===== config.mk =====
export PLATFORM = sky130hd
export DESIGN_NAME = fp_from_int_issue_flat
export DESIGN_NICKNAME = d
export VERILOG_FILES = /design/src/rtl/fp_from_int_issue_if.sv /design/src/rtl/fp_from_int_issue.sv /design/src/flat_wrapper.sv
export SDC_FILE = /design/constraint.sdc
export NUM_CORES = 1
export LEC_CHECK = 0
export ABC_AREA = 0
export CORE_MARGIN = 4
export CORE_UTILIZATION = 30
export CTS_BUF_LIST = sky130_fd_sc_hd__clkbuf_16
export DETAILED_ROUTE_END_ITERATION = 7
export MAX_ROUTING_LAYER = met4
export REMOVE_ABC_BUFFERS = 1
export SLEW_MARGIN = 30
export SYNTH_ARGS = -nofsm -noshare
export SYNTH_HDL_FRONTEND = slang
export SYNTH_SLANG_ARGS = --single-unit
export TNS_END_PERCENT = 10

===== constraint.sdc =====
create_clock -name clk -period 8.7 [get_ports clk]
set_clock_uncertainty 0.05 [all_clocks]
set_input_delay 2.175 -clock clk [delete_from_list [all_inputs] [get_ports clk]]
set_output_delay 2.175 -clock clk [all_outputs]
set_load 0.03 [all_outputs]

===== src/rtl/fp_from_int_issue_if.sv =====
// Issue/retire handshake bundle for fp_from_int_issue.
//   in_*  : request channel (valid/ready, 32-bit operand, signedness, tag)
//   out_* : result channel (valid/ready, FP32 result, tag)
// master drives requests and accepts results; slave is the wrapper side.
interface fp_from_int_issue_if #(
    parameter int unsigned TAG_WIDTH = 5
);
    logic                 in_valid;
    logic                 in_ready;
    logic [31:0]          in_data;
    logic                 in_signed;
    logic [TAG_WIDTH-1:0] in_tag;
    logic                 out_valid;
    logic                 out_ready;
    logic [31:0]          out_data;
    logic [TAG_WIDTH-1:0] out_tag;

    modport master (
        output in_valid, in_data, in_signed, in_tag, out_ready,
        input  in_ready, out_valid, out_data, out_tag
    );

    modport slave (
        input  in_valid, in_data, in_signed, in_tag, out_ready,
        output in_ready, out_valid, out_data, out_tag
    );
endinterface


===== src/rtl/fp_from_int_issue.sv =====
// Valid/ready wrapper around a fixed-latency, non-stalling unsigned int->FP32 converter.
// Requests are converted to a magnitude for the converter; a metadata pipe carries
// {valid, neg, tag} alongside so the sign can be restored when the converter result
// arrives. Results land in a credit-protected FIFO so output backpressure never drops one.
// Ports:
//   clk, areset : clock, synchronous active-high reset
//   bus         : request/result handshake bundle (slave side)
//   conv_a      : registered magnitude to the converter
//   conv_q      : FP32 result from the converter, LATENCY cycles after conv_a
module fp_from_int_issue #(
    parameter int unsigned LATENCY   = 7,
    parameter int unsigned TAG_WIDTH = 5,
    parameter int unsigned BUF_DEPTH = 10
) (
    input  logic               clk,
    input  logic               areset,
    fp_from_int_issue_if.slave bus,
    output logic [31:0]        conv_a,
    input  logic [31:0]        conv_q
);
    localparam int unsigned CntW   = $clog2(BUF_DEPTH + 1);
    localparam int unsigned PtrW   = (BUF_DEPTH > 1) ? $clog2(BUF_DEPTH) : 1;
    // One stage more than LATENCY: conv_a is itself a register stage ahead of the converter.
    localparam int unsigned Stages = LATENCY + 1;
    localparam logic [PtrW-1:0] LastPtr = PtrW'(BUF_DEPTH - 1);
    localparam logic [CntW:0]   DepthC  = (CntW + 1)'(BUF_DEPTH);

    typedef struct packed {
        logic                 valid;
        logic                 neg;
        logic [TAG_WIDTH-1:0] tag;
    } meta_t;

    meta_t                pipe_q [Stages];
    logic [31:0]          fifo_data_q [BUF_DEPTH];
    logic [TAG_WIDTH-1:0] fifo_tag_q [BUF_DEPTH];
    logic [PtrW-1:0]      wr_ptr_q, rd_ptr_q;
    logic [CntW-1:0]      count_q, inflight_q;

    logic        acc, ret, deq, acc_neg;
    logic [CntW:0] credits_used;
    meta_t       head;

    assign head         = pipe_q[Stages-1];
    assign acc_neg      = bus.in_signed & bus.in_data[31];
    // Every accepted item owns a FIFO slot from accept until dequeue.
    assign credits_used = {1'b0, inflight_q} + {1'b0, count_q};
    assign bus.in_ready  = ~areset & (credits_used < DepthC);
    assign bus.out_valid = ~areset & (count_q != '0);
    assign bus.out_data  = fifo_data_q[rd_ptr_q];
    assign bus.out_tag   = fifo_tag_q[rd_ptr_q];
    assign acc = bus.in_valid & bus.in_ready;
    assign ret = head.valid;
    assign deq = bus.out_valid & bus.out_ready;

    always_ff @(posedge clk) begin
        if (areset) begin
            for (int i = 0; i < int'(Stages); i++) begin
                pipe_q[i] <= '0;
            end
            wr_ptr_q   <= '0;
            rd_ptr_q   <= '0;
            count_q    <= '0;
            inflight_q <= '0;
            conv_a     <= '0;
        end else begin
            pipe_q[0] <= {acc, acc & acc_neg, bus.in_tag};
            for (int i = 1; i < int'(Stages); i++) begin
                pipe_q[i] <= pipe_q[i-1];
            end
            // Two's-complement negate; INT_MIN maps onto itself, which is its magnitude.
            if (acc) begin
                conv_a <= acc_neg ? (~bus.in_data + 32'd1) : bus.in_data;
            end
            if (ret) begin
                fifo_data_q[wr_ptr_q] <= {conv_q[31] | head.neg, conv_q[30:0]};
                fifo_tag_q[wr_ptr_q]  <= head.tag;
                wr_ptr_q <= (wr_ptr_q == LastPtr) ? '0 : wr_ptr_q + 1'b1;
            end
            if (deq) begin
                rd_ptr_q <= (rd_ptr_q == LastPtr) ? '0 : rd_ptr_q + 1'b1;
            end
            count_q    <= count_q + CntW'(ret) - CntW'(deq);
            inflight_q <= inflight_q + CntW'(acc) - CntW'(ret);
        end
    end

    always_ff @(posedge clk) begin
        if (!areset) begin
            assert (count_q <= CntW'(BUF_DEPTH));
            assert (inflight_q <= CntW'(LATENCY + 1));
            assert (!(ret && count_q == CntW'(BUF_DEPTH)));
        end
    end
endmodule


===== src/flat_wrapper.sv =====
// flat-port wrapper written by rule: the top's interface ports become plain ports
module fp_from_int_issue_flat 
#(
    parameter int unsigned LATENCY   = 7,
    parameter int unsigned TAG_WIDTH = 5,
    parameter int unsigned BUF_DEPTH = 10
)
  (clk, areset, conv_a, conv_q, bus_in_valid, bus_in_data, bus_in_signed, bus_in_tag, bus_out_ready, bus_in_ready, bus_out_valid, bus_out_data, bus_out_tag);
  fp_from_int_issue_if #(.TAG_WIDTH(TAG_WIDTH)) bus_i ();
  input  logic clk;
  input  logic areset;
  output logic [31:0] conv_a;
  input  logic [31:0] conv_q;
  input wire logic [$bits(bus_i.in_valid)-1:0] bus_in_valid;
  input wire logic [$bits(bus_i.in_data)-1:0] bus_in_data;
  input wire logic [$bits(bus_i.in_signed)-1:0] bus_in_signed;
  input wire logic [$bits(bus_i.in_tag)-1:0] bus_in_tag;
  input wire logic [$bits(bus_i.out_ready)-1:0] bus_out_ready;
  output wire logic [$bits(bus_i.in_ready)-1:0] bus_in_ready;
  output wire logic [$bits(bus_i.out_valid)-1:0] bus_out_valid;
  output wire logic [$bits(bus_i.out_data)-1:0] bus_out_data;
  output wire logic [$bits(bus_i.out_tag)-1:0] bus_out_tag;
  assign bus_i.in_valid = bus_in_valid;
  assign bus_i.in_data = bus_in_data;
  assign bus_i.in_signed = bus_in_signed;
  assign bus_i.in_tag = bus_in_tag;
  assign bus_i.out_ready = bus_out_ready;
  assign bus_in_ready = bus_i.in_ready;
  assign bus_out_valid = bus_i.out_valid;
  assign bus_out_data = bus_i.out_data;
  assign bus_out_tag = bus_i.out_tag;
  fp_from_int_issue #(.LATENCY(LATENCY), .TAG_WIDTH(TAG_WIDTH), .BUF_DEPTH(BUF_DEPTH)) u_core (.clk(clk), .areset(areset), .bus(bus_i), .conv_a(conv_a), .conv_q(conv_q));
endmodule

== Yosys cells after proc, flatten, opt, wreduce, memory -nomap -nowiden ==
Memory sizes are Yosys's and may differ from the RTL's. A register that Yosys moved wholly into a read port is not among the register bits.
Index checks and enable logic that the tools add are counted.

* Add/subtract/negate cells: 8
* Order comparisons: 1
* Equality and inequality tests: 2
* Mux-type cells: 21
* Bitwise operators: 17
* Reduce and logical (&&, ||, !) cells: 1

{| class="wikitable"
|+ Operators by type and width
! cell !! number
|-
| 2-to-1 mux 7 bit || 8
|-
| adder 32 x 1 -> 32 bit, second input constant || 1
|-
| 2-to-1 mux 32 bit || 1
|-
| NOT 32 bit || 1
|-
| 2-to-1 mux 4 bit || 6
|-
| bitwise OR 1 bit || 9
|-
| adder 4 x 1 -> 4 bit || 2
|-
| adder 4 x 1 -> 4 bit, second input constant || 2
|-
| equality test 4 bit, second input constant || 2
|-
| subtractor 4 x 1 -> 4 bit || 2
|-
| AND 1 bit || 6
|-
| 2-to-1 mux 1 bit || 6
|-
| adder 4 x 4 -> 5 bit || 1
|-
| less-than comparator 5 x 4 -> 1 bit, second input constant || 1
|-
| nonzero test 4 bit || 1
|-
| NOT 1 bit || 1
|}

* Flip-flop bits (word level): 48
* RAM bits: 426
* Output and inout port bits: 71
* Memories kept: 3

{| class="wikitable"
|+ Memory list
! memory !! depth !! width !! read ports !! clocked after Yosys merged registers in !! write ports !! RTL line !! source
|-
| u_core.fifo_data_q || 10 || 32 || 1 || 1 || 1 || fp_from_int_issue.sv:35 || <nowiki>logic [31:0] fifo_data_q [BUF_DEPTH];</nowiki>
|-
| u_core.pipe_q || 8 || 7 || 8 || 0 || 8 || fp_from_int_issue.sv:34 || <nowiki>meta_t pipe_q [Stages];</nowiki>
|-
| u_core.fifo_tag_q || 10 || 5 || 1 || 1 || 1 || fp_from_int_issue.sv:36 || <nowiki>logic [TAG_WIDTH-1:0] fifo_tag_q [BUF_DEPTH];</nowiki>
|}

== Logic depth before layout (Yosys ltp) ==
* Depth in word-level cells: 6
* Mapped depth: 12

== Least setup slack after synthesis ==
OpenSTA, ideal clock, no wires.

* Path kind: input to register
* Start: in areset
* End: mem u_core.fifo_data_q[8][0], enable pin
* Setup time: 0.524 ns
* Arrival: 6.206 ns
* Slack: 1.920 ns
* Stages: 3
* Path buffers: 2
* Cells stage by stage: clkbuf_1 > clkbuf_1 > nor4_1

* Cells in the longest elaborated chain, start to end: 2

{| class="wikitable"
|+ RTL lines
! element !! RTL line !! source
|-
| start, declared || flat_wrapper.sv:11 || <nowiki>input logic areset;</nowiki>
|-
| 2-to-1 mux 1 bit || fp_from_int_issue.sv:57 || <nowiki>if (areset) begin</nowiki>
|-
| 2-to-1 mux 1 bit (implied by the code) || fp_from_int_issue.sv:76 || <nowiki>fifo_data_q[wr_ptr_q] <= {conv_q[31] | head.neg, conv_q[30:0]};</nowiki>
|-
| end, declared || fp_from_int_issue.sv:35 ||
|}

No other way between the ends.

== Worst setup path after layout ==
* Start: in areset
* End: out bus_in_ready

* Cells in the longest elaborated chain, start to end: 2

{| class="wikitable"
|+ RTL lines
! element !! RTL line !! source
|-
| NOT 1 bit || fp_from_int_issue.sv:48 || <nowiki>assign bus.in_ready = ~areset & (credits_used < DepthC);</nowiki>
|-
| AND 1 bit || fp_from_int_issue.sv:48 ||
|-
| end, declared || flat_wrapper.sv:19 || <nowiki>output wire logic [$bits(bus_i.in_ready)-1:0] bus_in_ready;</nowiki>
|}

No other way between the ends.

==> impl_metrics.json <==
{
  "ant_nets": 0,
  "fin_crit_sh_pct": 70.59,
  "cp_max_fo": 94,
  "synth_edf_count": 370,
  "synth-xor-area-share_pct": 1.654,
  "cts_tree": "yes",
  "grt_max_degree": 95,
  "yosysTopAreaCell": "edfxtp_1",
  "synth_compound_area_share_pct": 6.044,
  "endpoint_kind": "output pin",
  "synth_area_per_cell_sq_um": 16.81,
  "io_buffers": 144,
  "cellLeakagePower_nw": 7.218,
  "cp.required_ps": 6480,
  "hpwl_microns": 21040,
  "dp.cells": 1980,
  "synth_seq_cells": 478,
  "maxCapViolations": 0,
  "layout_common_cells": "370 x edfxtp_1, 143 x clkdlybuf4s50_1, 104 x dfxtp_1, 98 x nor2b_1, 74 x mux4_2",
  "synth_top_family_by_area": "multiplexers",
  "cts_inserted_buffers": 51,
  "numClockSinks": 478,
  "synth.area.top_cells": "edfxtp_1 60%, dfxtp_1 12%, mux4_2 9.0%",
  "io-pin-count": 145,
  "reg2reg_from": "u_core.count_q[1]$_SDFF_PP0_",
  "synth_top_area_share_pct": 59.96,
  "finalSetupTns_ps": 0,
  "async_flop_share_pct": 0,
  "yosys.area_share.simple_pct": 6.719,
  "status": "finished, final reports clean",
  "syn_area_sq_um": 18530,
  "wl_per_cell_microns": 19.30,
  "startpoint_type": "input pin",
  "drcViolationCount": 0,
  "final_nets": 1342,
  "slew_viol_final": 0,
  "synth-adder-area-share_pct": 1.202,
  "cts-hold-fix-buffers": 0,
  "instances_no_fill": 2075,
  "ys_seq_area_share_pct": 71.63,
  "tightestPinTransition_ps": 823.7,
  "overflow": 0,
  "grt_pass1_wl_microns": 61980,
  "fmax_mhz": 162.8,
  "rsz0062_at_grt": "no",
  "slew_headroom_pct": 45.09,
  "min_path_type": "reg -> reg",
  "root_buffer": "clkbuf_16",
  "startpoint": "areset",
  "syn2layout_area_growth_pct": 21.85,
  "drt-total-wl_microns": 40060,
  "drtIter0Drc": 600,
  "antenna_found_initial": 1,
  "r2r_setup_slack_ps": 5440,
  "synthFlopType": "edfxtp_1",
  "first_global_vias": 10620,
  "htree_levels": 2,
  "finalSetupViolations": 0,
  "crit_arrival_ps": 3920,
  "cts_resized": 0,
  "clk_latency_ps": 590,
  "ys_warn_count": 0,
  "worstSetupPathType": "in -> out",
  "rows": 90,
  "die_area_sq_um": 65800,
  "start_util_pct": 30.53,
  "period_minus_slack_ps": 6141,
  "power_density_nw_per_um2": 249.0,
  "drive_gt1_share_pct": 14.63,
  "grt.total_usage_pct": 12.32,
  "worstPathCellList": "buf_4 > buf_6 > nor2_1 > a32o_1 > clkdlybuf4s50_1",
  "synthMuxAreaShare_pct": 10.99,
  "ys_types": 54,
  "clkSlewWorstSetupHoldPaths_ps": 60,
  "hold_viol": 0,
  "crit_slowest_cell": "clkdlybuf4s50_1",
  "die_h_microns": 256.5,
  "clock_path_buffers": 3,
  "final_common_cell": "edfxtp_1",
  "finalPower_mw": 5.621,
  "cts_setup_buffers": 0,
  "min-delay-start": "u_core.pipe_q[0][25]$_SDFF_PP0_",
  "cp_slowest_stage_delay_ps": 600,
  "gp_congestion": 0.8173,
  "synthCells": 1102,
  "firstDrtPassIters": 4,
  "vdd_drop_max_uv": 130.8,
  "viasPerCell": 4.822,
  "fp.dieW_microns": 256.5,
  "coreArea_sq_um": 60700,
  "dr_total_vias": 10010
}
stage by stage:
step           setup WS [ps]  utilization (%)  hold slack, ps  instance area, sq um
2_1_floorplan          795.2                -           363.8                 18270
3_3_place_gp            2349            34.40           368.9                 20880
3_5_place_dp            2347            34.48           370.4                 20930
4_1_cts                 2345            37.16           378.5                 22550
5_1_grt                 2413            37.20           391.0                 22580
6_report                2559            37.20           377.4                 22580
worst max-delay path, delay by kind of cell:
kind            cells  cell delay, ps
buf+inv             3            1200
compound gates      1             310
simple gates        1             160
power by group:
group          internal (mW)  switching (mW)  leakage, nW  total, mW
clock network           1.21           0.874        0.857       2.09
registers               2.53          0.0726         4.26       2.60
logic                  0.425           0.503         2.10      0.928
cell type report:
cell class	instances	area, sq um
sequential	478	13290
timing repair buffer	160	1613
clock buffer	51	1276
inverter	18	67.56
tap	782	978.4
antenna	1	2.502
fill	5629	38120
multi-input combinational	543	5002
clock inverter	42	350.3
registers in the layout, indices dropped and copies added, names as in the netlist, named ones only:
signal              cells
u_core.fifo_data_q    320
u_core.conv_a          32
u_core.pipe_q          56
u_core.wr_ptr_q         4
u_core.rd_ptr_q         4
u_core.inflight_q       4
u_core.count_q          4
u_core.fifo_tag_q      50
Yosys cell counts (2+ instances only):
| cell type | instances |
|---|---|
| or2_2 | 2 |
| xnor2_1 | 16 |
| inv_1 | 17 |
| clkbuf_1 | 44 |
| nor3b_1 | 3 |
| buf_2 | 14 |
| nor4_2 | 3 |
| a211oi_1 | 51 |
| edfxtp_1 | 370 |
| buf_1 | 4 |
| nand2_1 | 15 |
| nor2b_1 | 98 |
| nand2b_1 | 6 |
| nor4_1 | 4 |
| and2_1 | 3 |
| fa_1 | 3 |
| mux4_2 | 74 |
| o41ai_1 | 7 |
| nor2_1 | 26 |
| nand3_1 | 7 |
| o21ai_0 | 10 |
| a311oi_1 | 3 |
| mux2i_1 | 37 |
| a31oi_1 | 4 |
| o31ai_1 | 18 |
| or4_1 | 2 |
| a21oi_1 | 66 |
| dfxtp_1 | 108 |
| or3_1 | 5 |
| ha_1 | 13 |
| and4_1 | 2 |
| xor2_1 | 19 |
| a31o_2 | 2 |
| nand4_1 | 3 |
| a21o_1 | 2 |
| nor3_1 | 23 |
worst paths after layout:
path / endpoint / cells after the start
max: bus_in_ready / 5
min: u_core.pipe_q[1][4]$_SDFF_PP0_ / 1
max reg2reg: u_core.inflight_q[2]$_SDFF_PP0_ / 11
min reg2reg: u_core.pipe_q[1][4]$_SDFF_PP0_ / 1
cells by family (layout without fill, tap and decap cells):
group / after synthesis / count (layout)
xor+xnor: 35 / 35
other cells: 0 / 1
simple gates: 211 / 211
compound gates: 170 / 170
flops: 478 / 478
buf+inv: 81 / 271
fa+ha+maj: 16 / 16
mux: 111 / 111
per-layer routing:
layer	track usage (%)	vias up	wire, microns
met5	-	-	0
met4	2.894	0	740
met3	3.483	59	2707
met2	19.26	266	18710
met1	16.09	5077	17900
li1	-	4603	-
Power figures use the tool's default switching activity.
